## config.mk

```make
export PLATFORM = sky130hd
export DESIGN_NAME = exec_sequencer
export DESIGN_NICKNAME = d
export VERILOG_FILES = /design/src/rtl/exec_sequencer.sv
export SDC_FILE = /design/constraint.sdc
export NUM_CORES = 1
export LEC_CHECK = 0
export ABC_AREA = 1
export CELL_PAD_IN_SITES_DETAIL_PLACEMENT = 0
export CELL_PAD_IN_SITES_GLOBAL_PLACEMENT = 1
export CORE_ASPECT_RATIO = 2
export CORE_UTILIZATION = 49
export DETAILED_ROUTE_END_ITERATION = 8
export DONT_BUFFER_PORTS = 1
export PLACE_DENSITY_LB_ADDON = 0.1
export SYNTH_ARGS = -nofsm -noshare
export SYNTH_HDL_FRONTEND = slang
export SYNTH_SLANG_ARGS = --single-unit
```

## constraint.sdc

```tcl
create_clock -name clk -period 3.2 [get_ports clk]
set_clock_uncertainty 0.2 [all_clocks]
set_input_delay 0.64 -clock clk [delete_from_list [all_inputs] [get_ports clk]]
set_output_delay 0.64 -clock clk [all_outputs]
set_load 0.03 [all_outputs]
```

## src/rtl/exec_sequencer.sv

```systemverilog
// Multi-cycle execution sequencer: holds the ALU for an op's latency, runs a
// data-memory request/acknowledge for LOAD/STORE, then issues one writeback.
module exec_sequencer #(
  parameter int MUL_CYCLES  = 4,
  parameter int DIV_CYCLES  = 32,
  parameter int MEM_TIMEOUT = 255
) (
  input  logic       clk,
  input  logic       reset,
  input  logic       issue_valid,
  output logic       issue_ready,
  input  logic [5:0] opcode,
  output logic       alu_en,
  output logic [3:0] alu_op,
  output logic       mem_req,
  output logic       mem_we,
  input  logic       mem_ack,
  output logic       wb_en,
  output logic       wb_sel_mem,
  output logic       done,
  output logic       illegal,
  output logic       timeout,
  output logic       busy,
  output logic [1:0] stateDbg
);

  localparam int CNT_MAX = (MUL_CYCLES > DIV_CYCLES) ? MUL_CYCLES : DIV_CYCLES;
  localparam int CNT_W   = (CNT_MAX > 1) ? $clog2(CNT_MAX) : 1;
  localparam int TMR_W   = $clog2(MEM_TIMEOUT + 1);

  localparam logic [CNT_W-1:0] MUL_LAST = CNT_W'(MUL_CYCLES - 1);
  localparam logic [CNT_W-1:0] DIV_LAST = CNT_W'(DIV_CYCLES - 1);
  localparam logic [TMR_W-1:0] TMR_LAST = TMR_W'(MEM_TIMEOUT - 1);

  typedef enum logic [1:0] {IDLE, EXEC, MEM, WB} stateT;
  typedef enum logic [2:0] {OP_ADD, OP_SUB, OP_MUL, OP_DIV, OP_LOAD, OP_STORE, OP_BAD} opKindT;

  stateT            state, stateNext;
  opKindT           curOp, opNext, decoded;
  logic [CNT_W-1:0] cnt, cntNext;
  logic [TMR_W-1:0] tmr, tmrNext;
  logic [3:0]       aluOpNext;
  logic             illegalNext, timeoutNext, storeDone, wbFromMem;

  function automatic opKindT decodeOp(input logic [5:0] opc);
    case (opc)
      6'b011111: return OP_ADD;
      6'b011110: return OP_SUB;
      6'b011101: return OP_MUL;
      6'b011100: return OP_DIV;
      6'b100001: return OP_LOAD;
      6'b101010: return OP_STORE;
      default:   return OP_BAD;
    endcase
  endfunction

  function automatic logic [CNT_W-1:0] latencyOf(input opKindT k);
    case (k)
      OP_MUL:  return MUL_LAST;
      OP_DIV:  return DIV_LAST;
      default: return '0;
    endcase
  endfunction

  function automatic logic [3:0] aluCodeOf(input opKindT k);
    case (k)
      OP_SUB:  return 4'b0001;
      OP_MUL:  return 4'b0010;
      OP_DIV:  return 4'b0011;
      default: return 4'b0000;
    endcase
  endfunction

  // Handshake: an instruction transfers on a rising edge where issue_valid and
  // issue_ready are both high; issue_ready is high only in IDLE, so issue_valid
  // in any other state is left unconsumed.
  always_comb begin
    stateNext   = state;
    opNext      = curOp;
    cntNext     = cnt;
    tmrNext     = tmr;
    aluOpNext   = alu_op;
    illegalNext = 1'b0;
    timeoutNext = 1'b0;
    storeDone   = 1'b0;
    wbFromMem   = 1'b0;
    decoded     = decodeOp(opcode);
    case (state)
      IDLE: begin
        if (issue_valid) begin
          if (decoded == OP_BAD) begin
            illegalNext = 1'b1;
          end else begin
            stateNext = EXEC;
            opNext    = decoded;
            cntNext   = latencyOf(decoded);
            aluOpNext = aluCodeOf(decoded);
          end
        end
      end
      EXEC: begin
        if (cnt == '0) begin
          if (curOp == OP_LOAD || curOp == OP_STORE) begin
            stateNext = MEM;
            tmrNext   = '0;
          end else begin
            stateNext = WB;
          end
        end else begin
          cntNext = cnt - CNT_W'(1);
        end
      end
      MEM: begin
        // An ack arriving in the final allowed cycle still completes the access.
        if (mem_ack) begin
          if (curOp == OP_STORE) begin
            stateNext = IDLE;
            storeDone = 1'b1;
          end else begin
            stateNext = WB;
            wbFromMem = 1'b1;
          end
        end else if (tmr == TMR_LAST) begin
          stateNext   = IDLE;
          timeoutNext = 1'b1;
        end else begin
          tmrNext = tmr + TMR_W'(1);
        end
      end
      WB:      stateNext = IDLE;
      default: stateNext = IDLE;
    endcase
  end

  // Outputs are flops loaded from the next-state decode, so each one lines up
  // with the state it describes.
  always_ff @(posedge clk or posedge reset) begin
    if (reset) begin
      state       <= IDLE;
      curOp       <= OP_ADD;
      cnt         <= '0;
      tmr         <= '0;
      issue_ready <= 1'b1;
      busy        <= 1'b0;
      alu_en      <= 1'b0;
      alu_op      <= 4'b0000;
      mem_req     <= 1'b0;
      mem_we      <= 1'b0;
      wb_en       <= 1'b0;
      wb_sel_mem  <= 1'b0;
      done        <= 1'b0;
      illegal     <= 1'b0;
      timeout     <= 1'b0;
    end else begin
      state       <= stateNext;
      curOp       <= opNext;
      cnt         <= cntNext;
      tmr         <= tmrNext;
      issue_ready <= (stateNext == IDLE);
      busy        <= (stateNext != IDLE);
      alu_en      <= (stateNext == EXEC);
      alu_op      <= aluOpNext;
      mem_req     <= (stateNext == MEM);
      mem_we      <= (stateNext == MEM) && (opNext == OP_STORE);
      wb_en       <= (stateNext == WB);
      wb_sel_mem  <= wbFromMem;
      done        <= (stateNext == WB) || storeDone;
      illegal     <= illegalNext;
      timeout     <= timeoutNext;
    end
  end

  assign stateDbg = state;

endmodule

```

Word-level counts from Yosys, hierarchy flattened
Index checks and enable logic that the tools add are counted.
{"block": "totals", "register_bits": 32, "latch_bits": 0, "mem_bits_rw": 0, "romBits": 0, "inputBits": 10, "out_inout_bits": 16, "word_cells": 92, "n_memories": 0}
{"block": "op_classes", "addsub": 2, "multipliers": 0, "div_mod_pow": 0, "magnitude_cmp": 0, "eq_ne": 27, "shift": 0, "n_mux": 35, "bitwise_logic": 1, "n_reduce_logical": 12}
{"cell": "2-to-1 mux 8 bit", "count": 4}
{"cell": "equality test 6 x 5 -> 1 bit (second input constant)", "count": 4}
{"cell": "one-hot mux 5 bit (2 select lines)", "count": 2}
{"cell": "one-hot mux 3 bit (6 select lines)", "count": 1}
{"cell": "one-hot mux 8 bit (2 select lines)", "count": 1}
{"cell": "2-to-1 mux 5 bit", "count": 3}
{"cell": "!= test 2 bit (second input constant)", "count": 7}
{"cell": "2-to-1 mux 1 bit", "count": 13}
{"cell": "equality test 3 bit (second input constant)", "count": 4}
{"cell": "equality test 6 bit (second input constant)", "count": 2}
{"cell": "2-to-1 mux 2 bit", "count": 6}
{"cell": "2-to-1 mux 3 bit", "count": 3}
{"cell": "adder 8 x 1 -> 8 bit (second input constant)", "count": 1}
{"cell": "equality test 2 bit (second input constant)", "count": 4}
{"cell": "equality test 8 bit (second input constant)", "count": 1}
{"cell": "one-hot mux 2 bit (4 select lines)", "count": 1}
{"cell": "equality test 3 x 2 -> 1 bit (second input constant)", "count": 2}
{"cell": "one-hot mux 2 bit (3 select lines)", "count": 1}
{"cell": "nonzero test 2 bit", "count": 3}
{"cell": "zero test 5 bit", "count": 1}
{"cell": "AND reduction 5 bit", "count": 1}
{"cell": "subtractor 5 x 1 -> 5 bit (second input constant)", "count": 1}
{"cell": "equality test 2 x 1 -> 1 bit (second input constant)", "count": 2}
{"cell": "zero test 2 bit", "count": 2}
{"cell": "other kinds (6)", "count": 7}

Depth between registers and ports, before layout
{"block": "logic_depth", "ltp_word": 8, "ltp_mapped": 11, "ltp_nobuf": 11}

Worst setup path after synthesis
No wires, ideal clock.
{"block": "synth_path", "kind": "register to register", "start": "register cnt[0]", "end": "register tmr[3]", "setup_time_ps": 126, "arrival_ps": 1394, "required_time_ps": 2874, "setup_slack_ps": 1480, "path_stages_with_launch": 11, "n_path_buf": 1, "period_less_slack_ps": 1720, "path_cell_list": "dfrtp_1 > inv_1 > ha_1 > inv_2 > nor2_4 > nand3_2 > nor2_4 > nand2_2 > a21oi_4 > buf_6 > o21ai_0"}
{"block": "synth_between", "elab_chain_cells": 3}
{"element": "start, declared", "line_no": "40", "text": "logic [CNT_W-1:0] cnt, cntNext;"}
{"element": "start signal, assigned", "line_no": "157", "text": "cnt <= cntNext;"}
{"element": "zero test 5 bit", "line_no": "102", "text": "if (cnt == '0) begin"}
{"element": "!= test 2 bit (no line)"}
{"element": "AND reduction 5 bit (no line)"}
{"element": "end signal, assigned", "line_no": "158", "text": "tmr <= tmrNext;"}
{"element": "end, declared", "line_no": "41", "text": "logic [TMR_W-1:0] tmr, tmrNext;"}
Every way passes these cells.
A chain may end at the register's enable or synchronous reset.

Final worst setup path
{"block": "layout_path", "start": "register cnt[0]", "end": "register tmr[2]"}
The elaborated chain is that of the path after synthesis.

==> impl_results.md <==
* Status: finished clean
* Adder-Cell Fraction of Synth Area at around 2.4%
* Leakage at between 0.0008 and 0.0009 uW
* Clock root cell: clkbuf_8
* Hold WC Path Type: in2async
* Post-Synth XOR/XNOR Area at around 2.8%
* Share of cells above drive strength 1 at approximately 14%
* Routed via count at 1,178
* CP bufs+invs at 2
* Detailed-route DRC error count at 0
* Post-Syn Instances at roughly 190
* Peak fanout along the critical path at 16
* Num CTS Buffers at 5
* Multi-input logic area at 653.1 sq um
* Antenna Nets Post-Route at 0
* Post-CTS Setup Bufs at 0
* Cell family with most CP delay: simple AND/OR/NAND/NOR gates
* Critical R2R Launch: cnt[0]
* Largest net degree at the start of global routing at 31
* CTS Hold Bufs at 0
* Site Rows at 28
* Clock latency on the worst-skew pair at between 200 and 300 ps
* Gr usage total at roughly a fifth
* Final setup violating endpoints at 0
* Die area at ~3400 sq um
* Worst Setup End Kind: flip-flop
* CTS max path bufs at 2
* Largest family of logic cells by synthesized area: simple AND/OR/NAND/NOR gates
* Synth Area in Compound Gates at 10.27%
* Post-synthesis simple-gate area fraction at between 20 and 30%
* CP Launch Type: flip-flop
* Power per Cell Area at roughly 920 nW/um^2
* Total negative slack at 0 ps
* Sequential area share after synthesis at between 40% and 50%
* Fillers at 291
* Crit-path slowest cell: dfrtp_1
* Drt pass-1 iters at 4
* Slowest stage delay, CP at 380 ps
* Vias in the first global route at approximately 1.2k
* Routed WL per cell at ~14 um
* Initial Utilization at between 50% and 60%
* Final min period at just over 2000 ps
* Register area at 752.0 sq um
* Worst reg2reg path endpoint: tmr[2]
* Clock tree sinks at 30
* Initial antenna violation count at 0
* RSZ-0062 raised after global routing: false
* Placed Area at about 1600 sq um
* First-pass GRT wire length at around 5200 um
* CP Class: reg2reg
* Core Region at 2978 sq um
* FF+latch count, synth at 30
* Starting DRC count in detailed routing at 20
* R2R setup slack at 1180 ps
* Clock transition at the registers of the reported paths at roughly 60 ps
* Yosys warns at 0
* DP HPWL at 2385 um
* Avg Vias per Cell at between 5 and 6
* Worst path arrival time at 1990 ps
* Final Cell Area at approximately 1700 sq um
* Grt ovf at 0
* Ports at 26
* Mapped Area at 1559 sq um
* Hold Vio Cnt, Final at 0
* Syn avg cell area at 8.249 sq um
* Period Utilization, post-route at a little over three fifths
* Required @ worst endpoint at roughly 3200 ps
* ANT cells at 0
* Placer Congestion at roughly 0.82
* Max Fclk at 0.4963 GHz
* Die Height at roughly 80 um
* Reg2Reg Depth at 10
* TritonCTS clock tree: built
* CTS H-Tree Depth at 2
* CP Cell Sequence: inv_1 -> ha_1 -> inv_2 -> nor2_4 -> nand3_2 -> nor2_4 -> nand2_2 -> a21oi_4 -> or2_1 -> nand2_1
* Most common cell on crit path: nor2_4
* Max-Cap Viols at 0
* PortBufs at 0
* Post-cts sizing count at 0
* Horiz. Die Dim at 41.89 um
* Total Nets Final at around 210
* Area Growth Syn to Fin at 8.507%
* Post-synthesis mux area share at 0%
* Post-Route WL at 3076 um
* Slew Viols, Final at 0
* Peak supply drop at about 0.00047 V
* Distinct cell type count after synthesis at 27
==> worst max path at each step <==
| stage | from | endpoint | slack, ps | cells past startpoint |
|---|---|---|---|---|
| CTS | cnt[0] | tmr[2] | 1190 | 10 |
| global route | cnt[0] | tmr[2] | 1080 | 10 |
| floorplan | cnt[0] | tmr[3] | 1480 | 10 |
| detailed placement | cnt[0] | tmr[2] | 1210 | 10 |
| global placement | cnt[0] | tmr[2] | 1310 | 10 |
| finish | cnt[0] | tmr[2] | 1180 | 10 |
==> area by class of cell <==
class | count | share of cell area [%]
Sequential cell | 30 | 44.45
Clock buffer | 8 | 6.509
Tap cell | 30 | 2.219
Timing Repair Buffer | 1 | 0.4438
Multi-Input combinational cell | 122 | 38.61
Inverter | 35 | 7.766
==> synthesized netlist by cell type <==
master,instances,area (sq um)
o21ai_0,15,75.07
or2_1,1,6.260
inv_2,2,7.510
nand4_2,2,25.02
nor3_1,5,25.02
buf_6,1,11.26
or2_2,1,6.260
conb_1,1,3.750
a21oi_4,1,16.27
xor2_1,5,43.79
nand3_2,1,10.01
nand4_1,1,6.260
nand3_1,8,40.04
nand2_2,5,31.28
nor2_4,3,33.78
o2111ai_2,1,15.01
dfstp_2,1,26.28
nor2_2,1,6.260
nor2_1,22,82.58
buf_4,2,15.01
inv_1,33,123.9
a21oi_1,7,35.03
ha_1,3,37.54
a31oi_1,2,12.51
nand2_1,35,131.4
dfrtp_1,29,725.7
o22ai_1,1,6.260
==> report_power, final <==
group / internal (uW) / total [uW] / switching, uW / leakage [uW]
clock network: 217 / 361 / 144 / 0.0000575
logic: 157 / 467 / 310 / 0.000390
registers: 517 / 720 / 203 / 0.000392
total: 890 / 1550 / 658 / 0.000839
==> per-layer routing <==
layer	routed length (um)	track usage (%)
met4	80	11.61
met1	1116	19.69
met3	85	4.615
met5	0	0
met2	1794	39.22
==> logic make-up after synthesis <==
group	count (synthesis)
flops	30
other cells	1
fa+ha+maj	3
xor+xnor	5
simple gates	85
buf+inv	38
compound gates	27
==> through the flow <==
step / worst slack (ps) / cells / hold WS (ps) / util (%) / power, uW
3_5_place_dp: 1213 / 218 / 328.5 / 53.11 / 1199
5_1_grt: 1075 / 226 / 148.9 / 56.81 / 1653
2_1_floorplan: 1480 / 190 / 284.4 / - / 1092
3_3_place_gp: 1315 / 218 / 314.5 / 53.11 / 1180
4_1_cts: 1186 / 226 / 121.1 / 56.81 / 1563
6_report: 1185 / 226 / 108.5 / 56.81 / 1548
==> state kept, by name, summed over array words and instances, names as in the netlist <==
register	flops
tmr	8
cnt	5
curOp	3
alu_op	2
stateDbg	2
alu_en	1
busy	1
done	1
illegal	1
issue_ready	1
mem_req	1
mem_we	1
timeout	1
wb_en	1
wb_sel_mem	1
==> cells in the final DEF, fill, tap and decap left out, types with 2 or more instances in the layout <==
| cell | count |
|---|---|
| nor2_1 | 22 |
| nor2_4 | 3 |
| xor2_1 | 5 |
| nand3_1 | 8 |
| ha_1 | 3 |
| dfrtp_1 | 29 |
| clkbuf_8 | 8 |
| nand2_1 | 35 |
| o21ai_0 | 15 |
| a21oi_1 | 7 |
| inv_1 | 33 |
| conb_1 | 2 |
| nand2_2 | 5 |
| a31oi_1 | 2 |
| nand4_2 | 2 |
| inv_2 | 2 |
| nor3_1 | 5 |
(Power assumes the default switching activity.)
